File: config.mk
export PLATFORM = sky130hd
export DESIGN_NAME = wdt_servicer
export DESIGN_NICKNAME = d
export VERILOG_FILES = /design/src/rtl/wdt_pkg.sv /design/src/rtl/wdt_edge_cnt.sv /design/src/rtl/wdt_servicer.sv
export SDC_FILE = /design/constraint.sdc
export NUM_CORES = 1
export LEC_CHECK = 0
export ABC_AREA = 1
export CAP_MARGIN = 20
export CORE_MARGIN = 2
export CORE_UTILIZATION = 35
export DETAILED_ROUTE_END_ITERATION = 7
export GPL_ROUTABILITY_DRIVEN = 1
export GPL_TIMING_DRIVEN = 1
export MAX_ROUTING_LAYER = met4
export PLACE_DENSITY = 0.63
export SLEW_MARGIN = 20
export SYNTH_ARGS = -nofsm -noshare
export SYNTH_HDL_FRONTEND = slang
export SYNTH_SLANG_ARGS = --single-unit
File: constraint.sdc
create_clock -name clk -period 1.09 [get_ports clk]
set_input_delay 0.327 -clock clk [delete_from_list [all_inputs] [get_ports clk]]
set_output_delay 0.327 -clock clk [all_outputs]
set_load 0.03 [all_outputs]
File: src/rtl/wdt_pkg.sv
// Shared definitions for the watchdog timer and its host-side servicer.
// Holds the state encoding, the load-count width and the default timeout value.
package wdt_pkg;

  localparam int unsigned WDT_CNT_W    = 24;
  localparam int unsigned WDT_LOAD_VAL = 8;

  typedef enum logic [2:0] {
    StIdle   = 3'd0,
    StLoad   = 3'd1,
    StArm    = 3'd2,
    StRun    = 3'd3,
    StStarve = 3'd4
  } wdt_state_e;

  // True in the trailing KICK_LEN cycles of each KICK_PERIOD-long service window.
  function automatic logic kick_window(input int unsigned cnt, input int unsigned period,
                                       input int unsigned len);
    return cnt >= (period - len);
  endfunction

endpackage

File: src/rtl/wdt_edge_cnt.sv
// Rising-edge detector feeding a saturating counter.
// Counts 0->1 transitions of din; holds at all-ones until reset.
module wdt_edge_cnt #(
  parameter int unsigned CNT_W = 8
) (
  input  logic             clk,
  input  logic             rst,
  input  logic             din,
  output logic [CNT_W-1:0] count
);

  logic             din_q;
  logic             rise;
  logic [CNT_W-1:0] count_d;
  logic [CNT_W-1:0] count_q;

  assign rise = din & ~din_q;

  always_comb begin
    count_d = count_q;
    if (rise && (count_q != '1)) begin
      count_d = count_q + 1'b1;
    end
  end

  always_ff @(posedge clk) begin
    if (rst) begin
      din_q   <= 1'b0;
      count_q <= '0;
    end else begin
      din_q   <= din;
      count_q <= count_d;
    end
  end

  assign count = count_q;

endmodule

File: src/rtl/wdt_servicer.sv
// Host-side watchdog servicer: programs the watchdog, kicks it while a monitored
// task shows a heartbeat, and deliberately stops kicking once the heartbeat is lost.
module wdt_servicer
  import wdt_pkg::*;
#(
  parameter int unsigned CNT_W       = WDT_CNT_W,
  parameter int unsigned LOAD_VAL    = WDT_LOAD_VAL,
  parameter int unsigned KICK_PERIOD = 4,
  parameter int unsigned KICK_LEN    = 2,
  parameter int unsigned HB_TIMEOUT  = 16
) (
  input  logic             clk,
  input  logic             rst,
  input  logic             start,
  input  logic             heartbeat,
  input  logic             rst_int,
  output logic             ld_en,
  output logic [CNT_W-1:0] ld_cnt,
  output logic             en,
  output logic             kick,
  output logic             hb_lost,
  output logic [7:0]       warn_cnt
);

  localparam int unsigned KW = (KICK_PERIOD > 1) ? $clog2(KICK_PERIOD) : 1;
  localparam int unsigned HW = (HB_TIMEOUT > 1) ? $clog2(HB_TIMEOUT) : 1;

  localparam logic [KW-1:0] KICK_LAST = KW'(KICK_PERIOD - 1);
  localparam logic [HW-1:0] HB_LAST   = HW'(HB_TIMEOUT - 1);

  wdt_state_e state_d, state_q;

  logic          load_cnt_d, load_cnt_q;
  logic [KW-1:0] kick_cnt_d, kick_cnt_q;
  logic [HW-1:0] hb_cnt_d, hb_cnt_q;
  logic          hb_lost_d, hb_lost_q;
  logic          timeout;

  logic             ld_en_d, en_d, kick_d;
  logic             ld_en_q, en_q, kick_q;
  logic [CNT_W-1:0] ld_cnt_q;

  // A heartbeat in the final allowed cycle rescues the task.
  assign timeout = (state_q == StRun) && (hb_cnt_q == HB_LAST) && !heartbeat;

  always_comb begin
    state_d    = state_q;
    load_cnt_d = 1'b0;
    kick_cnt_d = kick_cnt_q;
    hb_cnt_d   = hb_cnt_q;
    hb_lost_d  = hb_lost_q;

    unique case (state_q)
      StIdle: begin
        if (start) begin
          state_d = StLoad;
        end
      end
      StLoad: begin
        if (!start) begin
          state_d = StIdle;
        end else if (load_cnt_q) begin
          state_d = StArm;
        end else begin
          load_cnt_d = 1'b1;
        end
      end
      StArm: begin
        kick_cnt_d = '0;
        hb_cnt_d   = '0;
        state_d    = start ? StRun : StIdle;
      end
      StRun: begin
        kick_cnt_d = (kick_cnt_q == KICK_LAST) ? '0 : kick_cnt_q + 1'b1;
        hb_cnt_d   = heartbeat ? '0 : hb_cnt_q + 1'b1;
        // The loss is recorded even when start=0 sends us to idle instead.
        if (timeout) begin
          hb_lost_d = 1'b1;
        end
        if (!start) begin
          state_d = StIdle;
        end else if (timeout) begin
          state_d = StStarve;
        end
      end
      StStarve: begin
        if (!start) begin
          state_d = StIdle;
        end
      end
      default: begin
        state_d = StIdle;
      end
    endcase
  end

  // Outputs are registered from the next state so they line up with the state they describe;
  // a kick in flight drops as soon as RUN is left.
  always_comb begin
    ld_en_d = (state_d == StLoad);
    en_d    = (state_d == StArm) || (state_d == StRun) || (state_d == StStarve);
    kick_d  = (state_d == StRun) && kick_window(32'(kick_cnt_d), KICK_PERIOD, KICK_LEN);
  end

  always_ff @(posedge clk) begin
    if (rst) begin
      state_q    <= StIdle;
      load_cnt_q <= 1'b0;
      kick_cnt_q <= '0;
      hb_cnt_q   <= '0;
      hb_lost_q  <= 1'b0;
      ld_en_q    <= 1'b0;
      en_q       <= 1'b0;
      kick_q     <= 1'b0;
      ld_cnt_q   <= CNT_W'(LOAD_VAL);
    end else begin
      state_q    <= state_d;
      load_cnt_q <= load_cnt_d;
      kick_cnt_q <= kick_cnt_d;
      hb_cnt_q   <= hb_cnt_d;
      hb_lost_q  <= hb_lost_d;
      ld_en_q    <= ld_en_d;
      en_q       <= en_d;
      kick_q     <= kick_d;
      ld_cnt_q   <= CNT_W'(LOAD_VAL);
    end
  end

  wdt_edge_cnt #(
    .CNT_W (8)
  ) u_warn_cnt (
    .clk   (clk),
    .rst   (rst),
    .din   (rst_int),
    .count (warn_cnt)
  );

  assign ld_en   = ld_en_q;
  assign ld_cnt  = ld_cnt_q;
  assign en      = en_q;
  assign kick    = kick_q;
  assign hb_lost = hb_lost_q;

endmodule

==> flow_metrics.tcl <==
set metrics [dict create \
    area_growth_pct 61.7 \
    clock-sinks 23 \
    clk_pin_slew_ps 130 \
    gr-usage-all-layers_pct 15.2 \
    fmax_mhz 791 \
    violations "setup timing" \
    syn_avg_cell_area_sq_um 7.25 \
    port_buffers 16 \
    status "finished with violations" \
    p_leak_nw 0.934 \
    firstDrtPassIters 4 \
    crit_path_start "u_warn_cnt.count[0]" \
    grt.overflow.total 0 \
    synthDistinctLibCells 28 \
    tritoncts "yes" \
    critPathMostFrequentCell "buf_6" \
    p_per_area_nw_per_um2 782 \
    tns_ps -2210 \
    synthFlopType "dfxtp_1" \
    synth.top_cells.by_count "nand2_1 (43), buf_4 (25), dfxtp_1 (23), nor2_1 (17), inv_1 (15)" \
    postRouteWirelength_um 3070 \
    total_power_mw 1.61 \
    dp_hpwl_um 1920 \
    drt_iter0_markers 34 \
    seq_area_frac_synth_pct 36.1 \
    dieArea_sq_um 4150 \
    rsz0062_at_grt "yes" \
    drc 0 \
    via_per_inst 4.45 \
    crit_type "flip-flop to output pin" \
    period_share_pct 116 \
    synth_area_leaders "dfxtp_1 (36%), buf_4 (15%), nand2_1 (13%)" \
    cts_root_buffer "clkbuf_4" \
    core_sq_um 3420 \
    rr_startpoint "u_warn_cnt.count[3]" \
    hp-start "load_cnt_q" \
    cp-end-kind "output pin" \
    post_dp_cell_area_sq_um 1630 \
    maxCapViolCount 0 \
    nFillCells 290 \
    synth_warnings 0 \
    cts_max_path_buffers 2 \
    grt_pass1_wl_um 4890 \
    cts_buffers 3 \
    grt_max_degree 14 \
    yosys.area.top_type_share_pct 36.1 \
    clock_latency_ps 320 \
    worstSetupStartpointType "flip-flop" \
    peakVddDrop_mv 0.495 \
    synthCells 176 \
    skew_ps 1.77 \
    cp.arrival_ps 940 \
    layout_setup_ws_ps -175 \
    rows 21 \
    async_reset_ff_share_pct 0 \
    antenna_cells 0 \
    nets 242 \
    hold_path_class "flip-flop to flip-flop" \
    min_period_ps 1260 \
    slew_viol_final 0 \
    grt_pass1_vias 1194 \
    slowest_delay_ps 380 \
    post_drt_wl_per_cell_um 11.0 \
    path_cells "buf_6 -> buf_6" \
    ant_nets 0 \
    ys_seq_elements 23 \
    critPathSlowestCell "dfxtp_4" \
    antenna_found_initial 0 \
    synth_area_sq_um 1280 \
    yosysTopAreaCell "dfxtp_1" \
    required_ps 760 \
    die_w_um 64.4 \
    die_h_um 64.4 \
    post-synth-top-count-cell "nand2_1" \
    ios 41 \
    drive_gt1_share_pct 52.8 \
    setup_violations 27 \
    cts.htree.levels 1 \
    hold_violations 0 \
    critPathMaxFanout 2 \
    gp_congestion 0.802 \
    via_count 1242 \
    fin_area_sq_um 2060 \
    synth_enable_flop_cells 0 \
    start_util_pct 37.4 \
]
[cells in the final DEF, fill, tap and decap left out]
master / n
nand2_1: 32
buf_4: 28
buf_6: 25
conb_1: 24
dfxtp_2: 12
nor2_1: 11
inv_1: 11
a21oi_2: 10
nor2_4: 8
nand2_4: 8
dfxtp_1: 6
nand2_2: 5
dfxtp_4: 5
a21oi_1: 4
clkdlybuf4s50_1: 4
o21ai_0: 3
inv_2: 3
nand3_1: 3
clkbuf_4: 3
inv_4: 2
nand3_4: 2
nand4_1: 2
o21ai_1: 2
xor2_1: 2
o21ai_2: 2
ha_4: 2
a31oi_1: 1
nand2_8: 1
nor3_1: 1
inv_8: 1
xnor2_1: 1
o21bai_1: 1
nand3_2: 1
nor4_2: 1
a21oi_4: 1
nor2_2: 1
nand3b_1: 1
ha_1: 1
clkinv_2: 1
buf_12: 1
[layer usage]
layer	wire (um)	global-route usage (%)	vias up
met5	0	-	-
met4	51	6.91	0
met3	64	1.94	5
met2	1730	28.1	22
met1	1230	15.9	597
li1	-	-	618
[per-stage QoR]
| stage | hold WS (ps) | cells | utilization [%] | worst slack (ps) |
|---|---|---|---|---|
| 4_1_cts | 432 | 276 | 55.9 | -197 |
| 3_5_place_dp | 413 | 263 | 47.7 | -486 |
| 6_report | 442 | 279 | 60.4 | -175 |
| 5_1_grt | 476 | 279 | 60.4 | -210 |
| 3_3_place_gp | 407 | 263 | 47.7 | -432 |
| 2_1_floorplan | 398 | 198 | - | -98.0 |
[kinds of logic (layout without fill, tap and decap cells)]
logic type      count (synthesis)  count (layout)  share of synthesized area [%]
other cells                     2              24                          0.588
buf+inv                        45              79                           21.2
fa+ha+maj                       3               3                           2.94
xor+xnor                        3               3                           2.06
simple gates                   76              77                           26.3
compound gates                 24              24                           10.9
flops                          23              23                           36.1
[sequential cells by signal (all words and copies together), names as in the netlist, named ones only]
signal and count:
load_cnt_q 1, u_warn_cnt.count 8, en 1, kick 1, hb_cnt_q 4, state_q 3
hb_lost 1, u_warn_cnt.din_q 1, ld_en 1, kick_cnt_q 1
[power breakdown]
group | leakage [nW] | internal [mW] | switching [mW]
logic | 0.720 | 0.111 | 0.230
clock network | 0.0177 | 0.138 | 0.271
registers | 0.196 | 0.848 | 0.0157
[repair_timing]
item,in CTS,in global routing
endpoints found under the setup margin,30,32
gates cloned,1,0
pin swaps,19,14
gates resized for setup,60,30
hold buffers,0,0
setup buffers,9,3
[path summary, 6_finish.rpt]
check	cells past startpoint	endpoint	slack [ps]
worst min register to register	1	load_cnt_q	440
worst max-delay path	2	warn_cnt[0]	-170
worst min-delay path	1	load_cnt_q	440
worst max register to register	7	u_warn_cnt.count[6]	-140
[worst max-delay path: cells and delay by family, from the launching register on]
family	cells	cell delay, ps
buf+inv	2	230
flops	1	380
[cell type report]
cell class,instances,area [sq um],share of cell area (%)
Multi-Input combinational cell,131,856,41.5
Timing Repair Buffer,58,552,26.7
Sequential cell,23,494,24.0
Inverter,17,76.3,3.70
Tap cell,46,57.6,2.79
Clock buffer,3,22.5,1.09
Clock inverter,1,5.00,0.243
(Power assumes the default switching activity.)
